$ cat src/rtl/crop_window.sv
// rtl/crop_window.sv - AXI4-Stream video crop: forwards pixels inside a programmable rectangle
// Window geometry is latched on each SOF beat; TUSER/TLAST are regenerated for the cropped frame.
module crop_window #(
  parameter int C_S_AXIS_TDATA_WIDTH = 32,
  parameter int C_DIM_WIDTH          = 12
) (
  input  logic                            S_AXIS_ACLK,
  input  logic                            S_AXIS_ARESET,
  input  logic [C_S_AXIS_TDATA_WIDTH-1:0] S_AXIS_TDATA,
  input  logic                            S_AXIS_TVALID,
  output logic                            S_AXIS_TREADY,
  input  logic                            S_AXIS_TLAST,
  input  logic                            S_AXIS_TUSER,
  input  logic [C_DIM_WIDTH-1:0]          crop_x,
  input  logic [C_DIM_WIDTH-1:0]          crop_y,
  input  logic [C_DIM_WIDTH-1:0]          crop_w,
  input  logic [C_DIM_WIDTH-1:0]          crop_h,
  output logic                            wr_en,
  input  logic                            full,
  output logic [C_S_AXIS_TDATA_WIDTH-1:0] data_out,
  output logic                            last_out,
  output logic                            user_out,
  output logic                            frame_done,
  output logic                            sof_err,
  output logic                            line_err
);

  localparam int DW = C_DIM_WIDTH;

  typedef enum logic {WAIT_SOF = 1'b0, ACTIVE = 1'b1} state_t;

  state_t                          state_q, state_d;
  logic [DW-1:0]                   x_q, x_d, y_q, y_d;
  logic [DW-1:0]                   cx_q, cx_d, cy_q, cy_d, cw_q, cw_d, ch_q, ch_d;
  logic                            wr_en_q, wr_en_d;
  logic [C_S_AXIS_TDATA_WIDTH-1:0] data_q, data_d;
  logic                            last_q, last_d, user_q, user_d;
  logic                            done_q, done_d;
  logic                            sof_err_q, sof_err_d, line_err_q, line_err_d;

  logic          acc, sof, take, in_win, last_col, last_row, win_done;
  logic [DW-1:0] px, py;
  logic [DW:0]   x_end, y_end;

  assign S_AXIS_TREADY = !S_AXIS_ARESET && !full;
  assign acc           = S_AXIS_TVALID && S_AXIS_TREADY;

  always_comb begin
    sof  = acc && S_AXIS_TUSER;
    take = acc && (S_AXIS_TUSER || (state_q == ACTIVE));

    // An SOF beat uses the freshly sampled geometry and sits at (0,0).
    cx_d = sof ? crop_x : cx_q;
    cy_d = sof ? crop_y : cy_q;
    cw_d = sof ? crop_w : cw_q;
    ch_d = sof ? crop_h : ch_q;
    px   = sof ? '0 : x_q;
    py   = sof ? '0 : y_q;

    // One extra bit keeps the right/bottom edge sums from wrapping.
    x_end    = {1'b0, cx_d} + {1'b0, cw_d};
    y_end    = {1'b0, cy_d} + {1'b0, ch_d};
    in_win   = ({1'b0, px} >= {1'b0, cx_d}) && ({1'b0, px} < x_end) &&
               ({1'b0, py} >= {1'b0, cy_d}) && ({1'b0, py} < y_end);
    last_col = (({1'b0, px} + (DW+1)'(1)) == x_end);
    last_row = (({1'b0, py} + (DW+1)'(1)) == y_end);
    win_done = in_win && last_col && last_row;

    state_d    = state_q;
    x_d        = x_q;
    y_d        = y_q;
    wr_en_d    = 1'b0;
    data_d     = data_q;
    last_d     = last_q;
    user_d     = user_q;
    done_d     = 1'b0;
    sof_err_d  = sof_err_q;
    line_err_d = line_err_q;

    // A degenerate window never completes, so its following SOF is not an error.
    if (sof && (state_q == ACTIVE) && (cw_q != '0) && (ch_q != '0)) begin
      sof_err_d = 1'b1;
    end

    if (take) begin
      if (S_AXIS_TLAST) begin
        x_d = '0;
        y_d = (py == '1) ? py : py + DW'(1);
      end else begin
        x_d = (px == '1) ? px : px + DW'(1);
        y_d = py;
      end
      state_d = win_done ? WAIT_SOF : ACTIVE;
      if (in_win) begin
        wr_en_d = 1'b1;
        data_d  = S_AXIS_TDATA;
        last_d  = last_col || S_AXIS_TLAST;
        user_d  = (px == cx_d) && (py == cy_d);
        done_d  = win_done;
        if (S_AXIS_TLAST && !last_col) begin
          line_err_d = 1'b1;
        end
      end
    end
  end

  always_ff @(posedge S_AXIS_ACLK) begin
    if (S_AXIS_ARESET) begin
      state_q    <= WAIT_SOF;
      x_q        <= '0;
      y_q        <= '0;
      cx_q       <= '0;
      cy_q       <= '0;
      cw_q       <= '0;
      ch_q       <= '0;
      wr_en_q    <= 1'b0;
      data_q     <= '0;
      last_q     <= 1'b0;
      user_q     <= 1'b0;
      done_q     <= 1'b0;
      sof_err_q  <= 1'b0;
      line_err_q <= 1'b0;
    end else begin
      state_q    <= state_d;
      x_q        <= x_d;
      y_q        <= y_d;
      cx_q       <= cx_d;
      cy_q       <= cy_d;
      cw_q       <= cw_d;
      ch_q       <= ch_d;
      wr_en_q    <= wr_en_d;
      data_q     <= data_d;
      last_q     <= last_d;
      user_q     <= user_d;
      done_q     <= done_d;
      sof_err_q  <= sof_err_d;
      line_err_q <= line_err_d;
    end
  end

  assign wr_en      = wr_en_q;
  assign data_out   = data_q;
  assign last_out   = last_q;
  assign user_out   = user_q;
  assign frame_done = done_q;
  assign sof_err    = sof_err_q;
  assign line_err   = line_err_q;

endmodule

$ cat config.mk
export PLATFORM = sky130hd
export DESIGN_NAME = crop_window
export DESIGN_NICKNAME = d
export VERILOG_FILES = /design/src/rtl/crop_window.sv
export SDC_FILE = /design/constraint.sdc
export NUM_CORES = 1
export LEC_CHECK = 0
export ABC_AREA = 1
export CAP_MARGIN = 20
export CORE_AREA = 2 2 145 147
export CTS_CLUSTER_SIZE = 14
export DETAILED_ROUTE_END_ITERATION = 10
export DIE_AREA = 0 0 147 149
export GPL_ROUTABILITY_DRIVEN = 0
export PLACE_DENSITY = 0.62
export SLEW_MARGIN = 10
export SYNTH_ARGS = -nofsm -noshare
export SYNTH_HDL_FRONTEND = slang
export SYNTH_SLANG_ARGS = --single-unit
export TNS_END_PERCENT = 30
$ cat constraint.sdc
create_clock -name S_AXIS_ACLK -period 9.41 [get_ports S_AXIS_ACLK]
set_clock_uncertainty 0.1 [all_clocks]
set_input_delay 1.882 -clock S_AXIS_ACLK [delete_from_list [all_inputs] [get_ports S_AXIS_ACLK]]
set_output_delay 1.882 -clock S_AXIS_ACLK [all_outputs]
set_load 0.05 [all_outputs]
==> results of run 1 <==
==> final cells by class <==
| class | count | area share (%) |
|---|---|---|
| multi-input combinational | 885 | 49.9 |
| sequential | 111 | 22.9 |
| clock inverter | 7 | 0.772 |
| clock buffer | 9 | 2.32 |
| inverter | 196 | 7.58 |
| tap | 275 | 3.54 |
| timing repair buffer | 128 | 13.1 |
==> per-layer routing <==
layer | GRT usage [%] | share of wire (%) | vias to the layer above
met5 | 0 | 0 | -
met1 | 28.3 | 49 | 3508
met2 | 33.6 | 43 | 200
met4 | 4.13 | 1.5 | 0
met3 | 4.83 | 6.2 | 24
li1 | - | - | 4203
==> worst max-delay path, delay by kind of cell <==
family | cells | cell delay [ns]
xor+xnor | 1 | 0.29
buf+inv | 6 | 2.19
fa+ha+maj | 3 | 0.76
simple gates | 15 | 1.91
compound gates | 4 | 0.67
==> synthesized netlist by cell type <==
| master | number | area (sq um) |
|---|---|---|
| buf_6 | 6 | 67.6 |
| clkbuf_2 | 1 | 5.00 |
| o221ai_1 | 3 | 26.3 |
| a21oi_1 | 109 | 546 |
| dfxtp_1 | 111 | 2220 |
| fa_1 | 2 | 40.0 |
| xnor2_1 | 6 | 52.6 |
| o21a_1 | 2 | 15.0 |
| a31oi_1 | 8 | 50.1 |
| o31ai_1 | 1 | 7.51 |
| nor3_2 | 1 | 10.0 |
| nor2_1 | 83 | 312 |
| nand3_2 | 2 | 20.0 |
| nor3_4 | 1 | 16.3 |
| nor4_1 | 6 | 37.5 |
| o21ai_1 | 1 | 5.00 |
| a211oi_1 | 27 | 203 |
| or2_2 | 39 | 244 |
| xor2_1 | 16 | 140 |
| inv_1 | 190 | 713 |
| clkbuf_1 | 29 | 109 |
| o211ai_1 | 5 | 37.5 |
| nand4_1 | 23 | 144 |
| a221oi_1 | 1 | 8.76 |
| nor2_2 | 3 | 18.8 |
| nand3_1 | 75 | 375 |
| nand3b_1 | 5 | 37.5 |
| nor3_1 | 12 | 60.1 |
| nor2_4 | 1 | 11.3 |
| clkinv_2 | 1 | 5.00 |
| o21ai_0 | 50 | 250 |
| ha_1 | 73 | 913 |
| inv_2 | 5 | 18.8 |
| buf_2 | 3 | 15.0 |
| o21bai_1 | 4 | 30.0 |
| nand2_2 | 5 | 31.3 |
| nand2_1 | 321 | 1200 |
==> state kept, by name, indices dropped and copies added, names as in the netlist, named ones only <==
signal      flops
ch_q           12
cw_q           12
cx_q           11
cy_q           12
data_out       32
frame_done      1
last_out        1
line_err        1
sof_err         1
state_q         1
user_out        1
wr_en           1
x_q            12
y_q            12
==> path summary, 6_finish.rpt <==
check | depth (start not counted) | end | from
worst max-delay path | 29 | last_out$_SDFFE_PP0P_ | S_AXIS_TVALID
worst min-delay path | 2 | line_err$_SDFFE_PP0P_ | line_err$_SDFFE_PP0P_
worst max register to register | 28 | last_out$_SDFFE_PP0P_ | flip-flop
worst min register to register | 2 | line_err$_SDFFE_PP0P_ | line_err$_SDFFE_PP0P_
==> cells by family after synthesis <==
group | synth area share (%)
buffers and inverters | 11.7
AO/OA/AOI/OAI | 14.7
XOR/XNOR | 2.41
adder cells (fa/ha/maj) | 11.9
AND/OR/NAND/NOR | 31.5
flip-flops | 27.8
==> power by group <==
| group | switching, W | internal, W | total (W) |
|---|---|---|---|
| Clock | 0.000207 | 0.000189 | 0.000396 |
| Sequential | 0.00000480 | 0.000480 | 0.000485 |
| Combinational | 0.000140 | 0.0000991 | 0.000240 |
| Total | 0.000352 | 0.000768 | 0.00112 |
==> through the flow <==
stage          cell area (sq um)  cells  util [%]
2_1_floorplan               8000   1231         -
3_3_place_gp                9420   1595      45.8
3_5_place_dp                9420   1595      45.8
4_1_cts                     9720   1611      47.3
5_1_grt                     9720   1611      47.3
6_report                    9720   1611      47.3
==> impl_metrics.py, run 1 <==
metrics = {
    "layout": {
        "layout_common_cells": "nand2_1 (321), inv_1 (189), clkdlybuf4s50_1 (123), dfxtp_1 (111), a21oi_1 (109)",
        "nFillCells": 2095,
        "syn_to_final_growth_pct": 21.5,
        "layout_commonest_cell": "nand2_1",
        "num-nets-final": 1492,
        "seqCellArea_sq_um": 2220,
        "multi_input_area_sq_um": 4850,
        "antennaDiodeCount": 0,
        "drive_gt1_share_pct": 5.99,
    },
    "global_routing": {
        "grt_antenna_before_repair": 0,
        "grt_overflow_total": 0,
        "grtUsageTotal_pct": 20.7,
        "grt_pass1_vias": 7536,
        "grt_max_degree": 78,
        "grt_pass1_wl_um": 36800,
    },
    "logic_synthesis": {
        "syn_area_per_cell_sq_um": 6.50,
        "syn_inst": 1231,
        "synthDistinctLibCells": 37,
        "yosysSeqAreaShare_pct": 27.8,
        "yosysWarnings": 0,
        "ys_seq_elements": 111,
        "netlist_area_sq_um": 8000,
        "syn-num-nets": 1392,
    },
    "critical_path": {
        "required_ns": 9.56,
        "r2r_slack_ns": 4.43,
        "crit_top_cell": "nand2_1",
        "slowest_stage": "clkdlybuf4s50_1",
        "worst_setup_path_end_kind": "flip-flop",
        "cp.arrival_ns": 7.76,
        "worst_path_largest_cell_delay_ns": 0.62,
        "startpoint_type": "input pin",
        "cp_max_fo": 54,
        "crit_type": "in -> reg",
    },
    "timing": {
        "setup_ws_ns": 1.80,
        "maxSlewViolCount": 0,
        "rsz0062_at_grt": "no",
        "finalCritPeriodShare_pct": 80.9,
        "hold_viol_final": 0,
        "whs_ns": 0.358,
        "setup_viol": 0,
        "layout_min_cycle_time_ns": 7.61,
        "max_freq_mhz": 131,
        "max_slew_margin_pct": 42.8,
        "setup_tns_ns": 0,
        "worst_pin_slew_ns": 0.858,
    },
    "power": {
        "power.density_nw_per_um2": 115,
        "power_w": 0.00112,
        "vdd_drop_max_mv": 0.0885,
        "total_leakage_power_nw": 4.82,
    },
    "placed_design": {
        "pre_cts_slack_ns": 1.34,
        "portBuffers": 124,
        "dp.final_hpwl_um": 17100,
    },
    "clocking": {
        "post-cts-setup-buffer-count": 0,
        "clock_path_buffers": 2,
        "cts.sinks": 111,
        "h-tree-depth": 3,
        "insertion_delay_ns": 0.36,
        "cts_tree": "built",
        "cts.clk_slew.worst_paths_ns": 0.08,
        "root_buffer": "clkbuf_16",
        "cts-buffers-inserted": 9,
        "cts_resized": 0,
        "holdBufCountCts": 0,
    },
    "floorplanning": {
        "io_pins": 125,
        "start_util_pct": 38.9,
        "rows": 53,
        "dieArea_sq_um": 21900,
        "core_sq_um": 20600,
        "die_w_um": 147,
        "die_h_um": 149,
    },
    "route": {
        "route.vias.total": 7935,
        "drtAntennaViolNets": 0,
        "drcViolationCount": 0,
        "via_per_inst": 4.93,
        "wl_per_cell_um": 13.8,
        "drt-total-wl_um": 22300,
        "drtIter0Drc": 486,
        "first_pass_iters": 5,
    },
    "flow_run": {
        "maxCapViolations": 0,
    },
    "worst_hold_path": {
        "hp-class": "reg -> reg",
    },
    "status": {
        "outcome": "completed",
    },
}
No activity file was read; power rests on OpenSTA's default activity.
==> run 2: changes to the inputs <==
- clock period: 9.41 -> 7.05 ns (I/O delays scaled with it)
==> run 2 against run 1 <==
- flip-flop and latch count is the same
- sequential power is 33% higher
- register-to-register slack got worse by 1.7 ns
- wire length decreased by 0.16%
- largest cell class unchanged
==> impl_metrics.py, run 2 (synthesis gave the netlist of run 1 again) <==
metrics = {
    "timing": {
        "setup_viol": 0,
        "whs_ns": 0.360,
        "hold_viol_final": 0,
        "setup_tns_ns": 0,
        "max_slew_margin_pct": 48.4,
        "finalCritPeriodShare_pct": 86.7,
        "rsz0062_at_grt": "no",
        "max_freq_mhz": 164,
        "worst_pin_slew_ns": 0.774,
        "layout_min_cycle_time_ns": 6.11,
        "maxSlewViolCount": 0,
    },
    "critical_path": {
        "startpoint_type": "input pin",
        "cp_max_fo": 35,
        "cp.arrival_ns": 6.30,
        "worst_setup_path_end_kind": "flip-flop",
        "crit_top_cell": "nand2_1",
        "required_ns": 7.24,
        "worstRegToRegCells": 25,
        "worst_path_largest_cell_delay_ns": 0.63,
        "crit_type": "in -> reg",
        "slowest_stage": "clkdlybuf4s50_1",
    },
    "flow_run": {
        "maxCapViolations": 0,
    },
    "route": {
        "via_per_inst": 4.91,
        "drtAntennaViolNets": 0,
        "drtIter0Drc": 411,
        "drcViolationCount": 0,
        "wl_per_cell_um": 13.8,
        "first_pass_iters": 6,
        "route.vias.total": 7927,
        "drt-total-wl_um": 22300,
    },
    "worst_hold_path": {
        "hp-class": "reg -> reg",
        "whs_path_depth": 2,
    },
    "power": {
        "total_leakage_power_nw": 4.85,
        "power.density_nw_per_um2": 156,
        "power_w": 0.00152,
        "vdd_drop_max_mv": 0.116,
    },
    "layout": {
        "drive_gt1_share_pct": 6.27,
        "largest_reg_flops": 32,
        "layout_common_cells": "nand2_1 (321), inv_1 (189), clkdlybuf4s50_1 (123), dfxtp_1 (111), a21oi_1 (109)",
        "num-nets-final": 1496,
        "syn_to_final_growth_pct": 22.2,
        "antennaDiodeCount": 0,
        "layout_commonest_cell": "nand2_1",
    },
    "global_routing": {
        "grt_pass1_vias": 7221,
        "grtUsageTotal_pct": 20.4,
        "grt_antenna_before_repair": 0,
        "grt_pass1_wl_um": 36000,
        "grt_max_degree": 68,
        "grt_overflow_total": 0,
    },
    "placed_design": {
        "dp.final_hpwl_um": 17300,
        "portBuffers": 124,
    },
    "clocking": {
        "h-tree-depth": 3,
        "cts_tree": "built",
        "post-cts-setup-buffer-count": 0,
        "cts-buffers-inserted": 9,
        "clock_path_buffers": 2,
        "cts.sinks": 111,
        "holdBufCountCts": 0,
        "cts_resized": 0,
        "root_buffer": "clkbuf_16",
        "insertion_delay_ns": 0.37,
        "cts.clk_slew.worst_paths_ns": 0.09,
    },
    "floorplanning": {
        "start_util_pct": 38.9,
        "core_sq_um": 20600,
        "dieArea_sq_um": 21900,
        "die_h_um": 149,
        "die_w_um": 147,
        "io_pins": 125,
        "rows": 53,
    },
    "status": {
        "outcome": "completed",
    },
}
==> run 2: metal layers <==
metal	track usage [%]	wire length [um]
met1	28.8	11000
met3	4.62	1430
met4	2.93	220
met5	0	0
met2	32.6	9630
==> run 2: path summary, 6_finish.rpt <==
check	slack (ns)	endpoint	startpoint
worst min-delay path	0.36	line_err$_SDFFE_PP0P_	line_err$_SDFFE_PP0P_
worst min register to register	0.36	line_err$_SDFFE_PP0P_	line_err$_SDFFE_PP0P_
worst max-delay path	0.94	data_out[9]$_SDFFE_PP0P_	S_AXIS_TVALID
worst max register to register	2.76	last_out$_SDFFE_PP0P_	cy_q[0]$_SDFF_PP0_
==> run 2: cell type report <==
| cell class | instances | area, sq um |
|---|---|---|
| clock buffers | 9 | 225 |
| repair buffers | 132 | 1310 |
| well taps | 275 | 344 |
| multi-input cells | 885 | 4850 |
| inverters | 196 | 737 |
| clock inverters | 7 | 96.3 |
| fillers | 2110 | 10800 |
| flip-flops and latches | 111 | 2220 |
==> run 2: report_power, final <==
group | total [W] | leakage [nW] | internal [W] | switching [W]
Combinational | 0.000322 | 3.79 | 0.000134 | 0.000188
Sequential | 0.000647 | 0.898 | 0.000641 | 0.00000647
Clock | 0.000553 | 0.156 | 0.000261 | 0.000292
Total | 0.00152 | 4.85 | 0.00104 | 0.000486
==> run 2: critical path, delay by kind of cell <==
family / cells / cell delay (ns)
buffers and inverters: 7 / 1.49
adders and majority gates: 3 / 0.88
AOI/OAI and AO/OA: 5 / 0.77
and+or+nand+nor: 17 / 1.75
==> run 2: metrics by stage <==
stage | instances | util (%) | worst slack [ns] | instance area, sq um
2_1_floorplan | 1231 | - | 1.03 | 8000
3_3_place_gp | 1599 | 46.0 | 0.658 | 9460
3_5_place_dp | 1599 | 46.0 | 0.575 | 9460
4_1_cts | 1615 | 47.6 | 0.929 | 9780
5_1_grt | 1615 | 47.6 | 0.318 | 9780
6_report | 1615 | 47.6 | 0.940 | 9780
